<file path="src/rtl/hazard_pkg.sv">
// -----------------------------------------------------------------------------
// hazard_pkg
//   Shared types and helpers for the pipeline hazard controller.
//   - state_e        : controller FSM states (RUN, MD_WAIT)
//   - MD_LAT_DEFAULT : default mul/div occupancy of the E stage, in cycles
//   - REG_ZERO       : architectural x0, never a real dependency
//   - ld_use()       : load-use dependency between the load in E and the
//                      instruction in D
// -----------------------------------------------------------------------------
package hazard_pkg;

  typedef enum logic {
    RUN     = 1'b0,
    MD_WAIT = 1'b1
  } state_e;

  localparam int         MD_LAT_DEFAULT = 4;
  localparam logic [4:0] REG_ZERO       = 5'd0;

  // A load in E whose destination is read by the instruction in D cannot
  // be forwarded in time. Writes to x0 are discarded, so they never count.
  function automatic logic ld_use(input logic [4:0] rs1,
                                  input logic [4:0] rs2,
                                  input logic [4:0] rd,
                                  input logic       mem_read);
    return mem_read && (rd != REG_ZERO) && ((rd == rs1) || (rd == rs2));
  endfunction

endpackage

</file>
<file path="src/rtl/hazard_perf_ctr.sv">
// -----------------------------------------------------------------------------
// hazard_perf_ctr
//   Free-running event counter that wraps modulo 2^CNT_W.
//   Ports:
//     clk_i   in   clock, rising edge
//     rst_ni  in   asynchronous active-low clear
//     en_i    in   count this cycle
//     cnt_o   out  current count
// -----------------------------------------------------------------------------
module hazard_perf_ctr #(
  parameter int CNT_W = 32
) (
  input  logic             clk_i,
  input  logic             rst_ni,
  input  logic             en_i,
  output logic [CNT_W-1:0] cnt_o
);

  localparam logic [CNT_W-1:0] CNT_ONE = CNT_W'(1);

  logic [CNT_W-1:0] cnt_q;
  logic [CNT_W-1:0] cnt_d;

  always_comb begin
    cnt_d = cnt_q;
    if (en_i) begin
      cnt_d = cnt_q + CNT_ONE;
    end
  end

  always_ff @(posedge clk_i or negedge rst_ni) begin
    if (!rst_ni) begin
      cnt_q <= '0;
    end else begin
      cnt_q <= cnt_d;
    end
  end

  assign cnt_o = cnt_q;

endmodule

</file>
<file path="src/rtl/hazard_ctrl.sv">
// -----------------------------------------------------------------------------
// hazard_ctrl
//   Hazard controller for a 5-stage pipeline. Generates PC enable and the
//   stall/flush controls of IF/ID, ID/EX and EX/MEM from load-use hazards,
//   taken-branch redirects, instruction-memory wait and mul/div occupancy.
//
//   Optional feature macro: HAZARD_PERF_EN adds the CNT_W parameter and the
//   stallCnt / flushCnt performance counter outputs.
//
//   Ports:
//     CLK        in   clock, rising edge
//     reset      in   asynchronous active-low reset
//     rs1D/rs2D  in   source registers of the instruction in D
//     rdE        in   destination register of the instruction in E
//     memReadE   in   instruction in E is a load
//     pcSrcE     in   taken branch/jump in E
//     mdStartE   in   first E cycle of a mul/div
//     imemReady  in   fetch data valid this cycle
//     stallF     out  hold PC
//     stallD     out  hold IF/ID
//     flushD     out  clear IF/ID
//     stallE     out  hold ID/EX
//     flushE     out  clear ID/EX
//     flushM     out  bubble into EX/MEM
//     mdBusy     out  FSM is in MD_WAIT (FSM state observation point)
//     stallCnt   out  cycles with stallF=1          (HAZARD_PERF_EN only)
//     flushCnt   out  cycles with flushD|flushE=1   (HAZARD_PERF_EN only)
//
//   The control outputs have no handshake: they are level signals valid in
//   the same cycle as the inputs that cause them.
// -----------------------------------------------------------------------------
module hazard_ctrl
  import hazard_pkg::*;
#(
  parameter int MD_LAT = MD_LAT_DEFAULT
`ifdef HAZARD_PERF_EN
  ,
  parameter int CNT_W  = 32
`endif
) (
  input  logic             CLK,
  input  logic             reset,
  input  logic [4:0]       rs1D,
  input  logic [4:0]       rs2D,
  input  logic [4:0]       rdE,
  input  logic             memReadE,
  input  logic             pcSrcE,
  input  logic             mdStartE,
  input  logic             imemReady,
  output logic             stallF,
  output logic             stallD,
  output logic             flushD,
  output logic             stallE,
  output logic             flushE,
  output logic             flushM,
  output logic             mdBusy
`ifdef HAZARD_PERF_EN
  ,
  output logic [CNT_W-1:0] stallCnt,
  output logic [CNT_W-1:0] flushCnt
`endif
);

  localparam int             MDW     = $clog2(MD_LAT);
  // The start cycle runs under RUN rules, so MD_WAIT lasts MD_LAT-1 cycles:
  // the counter is loaded with MD_LAT-2 and leaves on the edge where it is 0.
  localparam logic [MDW-1:0] MD_LOAD = MDW'(MD_LAT - 2);
  localparam logic [MDW-1:0] MD_ONE  = MDW'(1);

  state_e         state_q, state_d;
  logic [MDW-1:0] md_cnt_q, md_cnt_d;
  logic           load_use;

  assign load_use = ld_use(rs1D, rs2D, rdE, memReadE);

  // Next state. A mul/div squashed by a redirect in the same cycle never
  // occupies E, so it does not start the wait.
  always_comb begin
    state_d  = state_q;
    md_cnt_d = md_cnt_q;
    case (state_q)
      RUN: begin
        if (mdStartE && !pcSrcE) begin
          state_d  = MD_WAIT;
          md_cnt_d = MD_LOAD;
        end
      end
      MD_WAIT: begin
        if (md_cnt_q == '0) begin
          state_d = RUN;
        end else begin
          md_cnt_d = md_cnt_q - MD_ONE;
        end
      end
      default: begin
        state_d  = RUN;
        md_cnt_d = '0;
      end
    endcase
  end

  always_ff @(posedge CLK or negedge reset) begin
    if (!reset) begin
      state_q  <= RUN;
      md_cnt_q <= '0;
    end else begin
      state_q  <= state_d;
      md_cnt_q <= md_cnt_d;
    end
  end

  // Output priority mux. RUN decisions are zero-latency; everything is
  // forced low while reset is asserted, independent of the clock.
  always_comb begin
    stallF = 1'b0;
    stallD = 1'b0;
    flushD = 1'b0;
    stallE = 1'b0;
    flushE = 1'b0;
    flushM = 1'b0;
    if (!reset) begin
      stallF = 1'b0;
    end else if (state_q == MD_WAIT) begin
      // Freeze F, D and E around the busy unit; M receives bubbles.
      stallF = 1'b1;
      stallD = 1'b1;
      stallE = 1'b1;
      flushM = 1'b1;
    end else if (pcSrcE) begin
      // Wrong-path instructions in D and E are discarded; stalling them
      // would only keep dead work alive.
      flushD = 1'b1;
      flushE = 1'b1;
    end else if (load_use) begin
      // Hold the consumer in D and send a bubble into E. This also covers
      // a concurrent imem wait: D must keep its instruction, not be cleared.
      stallF = 1'b1;
      stallD = 1'b1;
      flushE = 1'b1;
    end else if (!imemReady) begin
      stallF = 1'b1;
      flushD = 1'b1;
    end
  end

  assign mdBusy = (state_q == MD_WAIT);

`ifdef HAZARD_PERF_EN
  hazard_perf_ctr #(
    .CNT_W (CNT_W)
  ) u_stall_ctr (
    .clk_i  (CLK),
    .rst_ni (reset),
    .en_i   (stallF),
    .cnt_o  (stallCnt)
  );

  hazard_perf_ctr #(
    .CNT_W (CNT_W)
  ) u_flush_ctr (
    .clk_i  (CLK),
    .rst_ni (reset),
    .en_i   (flushD | flushE),
    .cnt_o  (flushCnt)
  );
`endif

endmodule

</file>
<file path="config.mk">
export PLATFORM = sky130hd
export DESIGN_NAME = hazard_ctrl
export DESIGN_NICKNAME = d
export VERILOG_FILES = /design/src/rtl/hazard_pkg.sv /design/src/rtl/hazard_perf_ctr.sv /design/src/rtl/hazard_ctrl.sv
export SDC_FILE = /design/constraint.sdc
export NUM_CORES = 1
export LEC_CHECK = 0
export BUFFER_PORTS_ARGS = -buffer_cell sky130_fd_sc_hd__buf_2
export CORE_MARGIN = 4
export CORE_UTILIZATION = 25
export CTS_BUF_LIST = sky130_fd_sc_hd__clkbuf_2
export DETAILED_ROUTE_END_ITERATION = 10
export GPL_ROUTABILITY_DRIVEN = 0
export SYNTH_ARGS = -nofsm -noshare
export SYNTH_HDL_FRONTEND = slang
export SYNTH_SLANG_ARGS = --single-unit
</file>
<file path="constraint.sdc">
create_clock -name CLK -period 3.05 [get_ports CLK]
set_input_delay 0.1525 -clock CLK [delete_from_list [all_inputs] [get_ports CLK]]
set_output_delay 0.1525 -clock CLK [all_outputs]
set_load 0.02 [all_outputs]
</file>
==> reports/results.txt, run 1 <==
Max-slew violation count: 0
Leakage: 0.0002836 uW
Worst Path Required: 2900 ps
Total power: 295.2 uW
Num CTS Buffers: 3
Grt ovf: 0
Cts-stage hold buffer count: 1
Peak supply drop: 302.3 uV
Post-synthesis sequential area ratio: 22.06%
Initial antenna violation count: 0
CP max-delay cell: dlygate4sd3_1
Die width: 44.90 um
Most frequent CP cell: buf_2
Final worst-path cycle share: 54.28%
Ant. Diodes: 0
Detailed Route WL: 832 um
Max frequency: 0.6040 GHz
CTS sink count: 3
IO Count: 28
CP Cell Sequence: dlygate4sd3_1 > buf_2 > nand2b_1 > or2_2 > o31ai_1 > buf_2
Finished layout cell area: 516.7 sq um
CP top delay family: buffers and inverters
Post-Synthesis Cells: 43
Ys flop type: dfrtp_1
Layout cells sized above 1: 45.95%
CP arrival: 1500 ps
Initial Util: 26.48%
RSZ-0062 raised after global routing: false
Mapped cell area: 340.3 sq um
Commonest cells in the netlist: xor2_1 (10), nor2_1 (5), dfrtp_1 (3), inv_1 (3)
CTS max path bufs: 2
PortBufs: 27
Die H: 44.90 um
#FFs+latches synth: 3
Synthesized net count: 65
Count of cell types in the netlist: 23
Critical path class: in2out
Core ar.: 0.001285 sq mm
DP Wirelength: 740 um
First-pass GRT wire length: 1524 um
Top cells by area, synth: xor2_1 (26%), dfrtp_1 (22%), nor2_1 (5.5%)
Max incr delay on CP: 530 ps
Clock Pin Slew Worst Setup and Hold Paths: 40 ps
Pwr/cell area: 571.3 mW/mm^2
Critical Path End Type: output pin
Slew @ Worst Pin: 327.9 ps
Buffers and inverters on the worst path: 3
Final Setup Violations: 0
Rel. slew slack: 78.14%
Hold WC Path Type: in2reg
Cell accounting for the most synthesized area: xor2_1
Ys Warns: 0
Vias per std cell: 4.382
Nets: 97
Status: complete, no violations
Startpoint Class: primary input
Largest net degree at the start of global routing: 8
Most instantiated library cell after synthesis: xor2_1
Max cap viols: 0
Skew-Pair Late Insertion Delay: 190 ps
Vias: 390
Hold slack final: 215.7 ps
Total negative slack: 0 ps
CTS tree: done
Post-DP Area: 486.7 sq um
Iter 0 DRT Violations: 1
FP Rows: 13
Crit Path Max Fanout: 7
Core Util, Final: 40.21%
Ys async rst share: 100.0%
H-tree depth: 1
Setup Fix Bufs, Post-CTS: 0
Vias in the first global route: 424
Routed WL per cell: 9.348 um
Overall routing resource usage: 10.41%
Drt first pass iters: 2
Antenna viol nets, final: 0
DRC violations left: 0
Post-synth top area share: 25.74%
Worst Skew: 1.754 ps
Area Overhead vs Synth: 51.84%
Crit path time final: 1656 ps
Final hold vios: 0
Post-synth EDFFs: 0
Avg Synthesized Cell Area: 7.915 sq um
Resized cells post-CTS: 0
Die area: 0.002016 sq mm
CTS root buf: clkbuf_2
-- area by class of cell --
cell class	count	area (sq um)
repair buffers	28	145.1
clock buffers	4	20.02
well taps	15	18.77
flip-flops and latches	3	75.07
fillers	135	768.2
multi-input cells	36	246.5
inverters	3	11.26
-- where the power goes --
group / internal (uW) / switching (uW)
clock: 34.6 / 17.6
sequential: 60.4 / 11.8
combinational: 72.3 / 98.5
total: 167 / 128
-- layout by cell type (no fill, tap or decap), types with 2 or more instances in the layout --
master,n
clkbuf_2,4
o21ai_0,2
buf_2,27
nor2_1,5
dfrtp_1,3
nor3_1,2
a21oi_1,2
inv_1,3
xor2_1,10
-- through the flow --
| stage | setup WS, ps | cells |
|---|---|---|
| 3_3_place_gp | 1550 | 84 |
| 3_5_place_dp | 1542 | 84 |
| 6_report | 1394 | 89 |
| 4_1_cts | 1400 | 89 |
| 2_1_floorplan | 1688 | 43 |
| 5_1_grt | 1316 | 89 |
-- final timing paths --
kind	from	end	slack (ps)	cells past startpoint
max	reset	flushE	1390	6
min	mdStartE	mdBusy	220	2
max reg2reg	md_cnt_q[0]	md_cnt_q[1]	1930	6
min reg2reg	md_cnt_q[1]	md_cnt_q[1]	520	2
max in group asynchronous	reset	md_cnt_q[1]	2590	2
min in group asynchronous	reset	mdBusy	320	2
-- metal layers --
layer / global-route usage, % / vias up / part of all wire [%]
li1: - / 206 / -
met1: 10.63 / 181 / 36
met2: 18.34 / 3 / 61
met3: 2.789 / 0 / 2.8
met4: 7.018 / 0 / 0
met5: 0 / - / 0
-- cell families after synthesis --
group / share of synthesized area [%]
adders and majority gates: 3.676
DFF: 22.06
buffers and inverters: 5.515
AOI/OAI and AO/OA: 21.69
and+or+nand+nor: 21.33
xor gates and xnor gates: 25.73
-- worst register-to-register path, cell delays in order, from the launching register on --
cell and delay (ps):
dfrtp_1 310, inv_1 60, ha_1 190, nor2b_1 190, a21o_1 150, nor2_1 40, a21oi_1 100
-- flip-flops by register name (all words and copies together), names as in the netlist --
register  cells
md_cnt_q      2
mdBusy        1
(Power assumes the default switching activity.)
==> run 2, diff against run 1 <==
--- a/config.mk
+++ b/config.mk
@@ -5,6 +5,7 @@
 export SDC_FILE = /design/constraint.sdc
 export NUM_CORES = 1
 export LEC_CHECK = 0
+export ABC_AREA = 1
 export BUFFER_PORTS_ARGS = -buffer_cell sky130_fd_sc_hd__buf_2
 export CORE_MARGIN = 4
 export CORE_UTILIZATION = 25
==> constraint.sdc (replaced) <==
create_clock -name CLK -period 1.7 [get_ports CLK]
set_input_delay 0.085 -clock CLK [delete_from_list [all_inputs] [get_ports CLK]]
set_output_delay 0.085 -clock CLK [all_outputs]
set_load 0.02 [all_outputs]
==> run 2 against run 1 <==
  * Synthesized cell count is 81% higher
  * Routed wire length is 18% higher
  * Register-to-register slack worse by 1400 ps
  * Power is 84% higher
  * Count of clock-buffer cells in the layout stayed put
  * Cell count is 40% higher
  * Critical path type unchanged
  * Critical endpoint is now stallF
  * Largest cell class unchanged
==> reports/results.txt, run 2 <==
Flop pwr share: 22.3%
First-pass GRT wire length: 1600 um
Number of fill cells: 174
Largest Register: md_cnt_q
CTS max path bufs: 2
Slew @ Worst Pin: 186.0 ps
Final setup margin: 265.7 ps
Area Overhead vs Synth: 43.29%
Leading cell type in the layout, fill and taps excluded: nand2_1
Post-synth top area share: 25.61%
Initial Util: 26.93%
IO Count: 28
Reg2reg setup slack: 580 ps
Cell Count, Final, Fillers Out: 125
Commonest cells in the netlist: nand2_1 (28), inv_1 (19), nor2_1 (7)
Top cells by area, synth: nand2_1 (26%), dfrtp_1 (18%), inv_1 (17%)
Ys Warns: 0
Startpoint Class: primary input
Leakage: 0.0004209 uW
Cell accounting for the most synthesized area: nand2_1
CP arrival: 1350 ps
Final worst-path cycle share: 84.37%
Die width: 48.52 um
Max frequency: 0.6972 GHz
Internal power: 290.3 uW
Pwr/cell area: 923.0 mW/mm^2
Total negative slack: 0 ps
Rel. slew slack: 87.54%
Clock share of power: 18.0%
NetSw: 252.5 uW
Skew-Pair Late Insertion Delay: 200 ps
CTS root buf: clkbuf_2
Setup Fix Bufs, Post-CTS: 0
Final Setup Violations: 0
Status: complete, no violations
Grt ovf: 0
Worst Skew: 6.103 ps
Drt first pass iters: 2
Iter 0 DRT Violations: 8
H-tree depth: 1
Most instantiated library cell after synthesis: nand2_1
Die area: 0.002354 sq mm
Mapped cell area: 410.4 sq um
Overall routing resource usage: 8.202%
Layout cells sized above 1: 33.94%
Flip-flop and latch area: 75.07 sq um
Vias: 505
Post-Place Setup Slack: 599.1 ps
PortBufs: 27
Clock Pin Slew Worst Setup and Hold Paths: 40 ps
Max-slew violation count: 0
Hold WC Path Type: in2reg
Ant. Diodes: 0
FP Rows: 14
Vias per std cell: 4.040
Post-Synthesis Cells: 78
Crit Path Max Fanout: 6
#FFs+latches synth: 3
Core ar.: 0.001524 sq mm
Vias in the first global route: 420
Synthesized net count: 100
Logic pwr share: 59.7%
Area of the multi-input gates: 249.0 sq um
Max reg flops: 2
Crit path time final: 1434 ps
DP Wirelength: 865.6 um
Die H: 48.52 um
Count of cell types in the netlist: 17
Peak supply drop: 537.7 uV
Post-synth EDFFs: 0
Switch share: 46.52%
Critical Path End Type: output pin
Nets: 132
Worst Path Required: 1620 ps
Initial antenna violation count: 0
Antenna viol nets, final: 0
Ys async rst share: 100.0%
DRC violations left: 0
Max cap viols: 0
Placed Cells incl. Taps: 120
Detailed Route WL: 983 um
Routed WL per cell: 7.864 um
Avg Synthesized Cell Area: 5.261 sq um
Ys flop type: dfrtp_1
RSZ-0062 raised after global routing: false
CTS tree: done
Most frequent cells in the layout: nand2_1 (28), buf_2 (27), inv_1 (19), nor2_1 (7), nand3_1 (5)
Num CTS Buffers: 3
Largest net degree at the start of global routing: 7
Post-synthesis sequential area ratio: 18.29%
Final hold vios: 0
CTS sink count: 3
Critical path class: in2out
-- run 2: changes by cell type after synthesis, moves of 2 or more --
| cell | delta |
|---|---|
| inv_1 | +16 |
| inv_2 | +2 |
| nand2_1 | +27 |
| nand2_2 | +2 |
| nand3_1 | +5 |
| nor2_1 | +2 |
| nor3_1 | -2 |
| xnor2_1 | +2 |
| xor2_1 | -10 |
-- run 2: routing by layer --
layer,global-route usage (%),part of all wire (%),vias to the layer above
li1,-,-,292
met1,9.551,42,201
met2,14.35,51,12
met3,3.067,6.4,0
met4,1.345,0,0
met5,0,0,-
-- run 2: final timing paths --
kind	start	endpoint	cells past startpoint
min	mdStartE	mdBusy	3
max in group asynchronous	reset	md_cnt_q[1]	2
min in group asynchronous	reset	mdBusy	2
max reg2reg	md_cnt_q[0]	md_cnt_q[0]	6
min reg2reg	md_cnt_q[0]	md_cnt_q[0]	3
max	reset	stallF	6
-- run 2: per-stage QoR --
step / instance area (sq um) / total power (uW) / hold WS (ps) / utilization, %
floorplan: 410.4 / 349.7 / -210.6 / -
global placement: 558.0 / 438.9 / -99.11 / 36.62
detailed placement: 558.0 / 447.0 / -97.78 / 36.62
CTS: 588.1 / 551.7 / 159.8 / 38.59
global route: 588.1 / 599.6 / 193.5 / 38.59
finish: 588.1 / 542.8 / 160.8 / 38.59
-- run 2: power groups by stage --
stage / Sequential [uW] / Clock, uW / Combinational [uW]
after global routing: 125 / 112 / 363
after global placement: 122 / 0 / 317
final: 121 / 97.4 / 324
after detailed placement: 122 / 0 / 325
after CTS: 121 / 101 / 329
after floorplan: 137 / 0 / 213
-- run 2: final cells by class --
type	count	area share, %
flip-flops and latches	3	12.77
well taps	16	3.404
repair buffers	28	24.68
inverters	21	13.40
clock buffers	4	3.404
multi-input cells	53	42.34
-- run 2: worst max-delay path: stages --
cell and delay (ps):
dlygate4sd3_1 520, buf_2 160, nand2_1 80, or2_2 270
nand3_1 70, buf_2 160
-- run 2: cell families after synthesis --
logic type,Yosys count,share of synthesized area [%]
xor gates and xnor gates,2,4.269
DFF,3,18.29
AOI/OAI and AO/OA,6,9.147
buffers and inverters,22,21.04
adders and majority gates,1,3.048
and+or+nand+nor,44,44.21
-- run 2: what timing repair did --
| action | in CTS | in global routing |
|---|---|---|
| resized for setup | 0 | 0 |
| hold endpoints to repair | 3 | 0 |
| hold buffers | 1 | 0 |
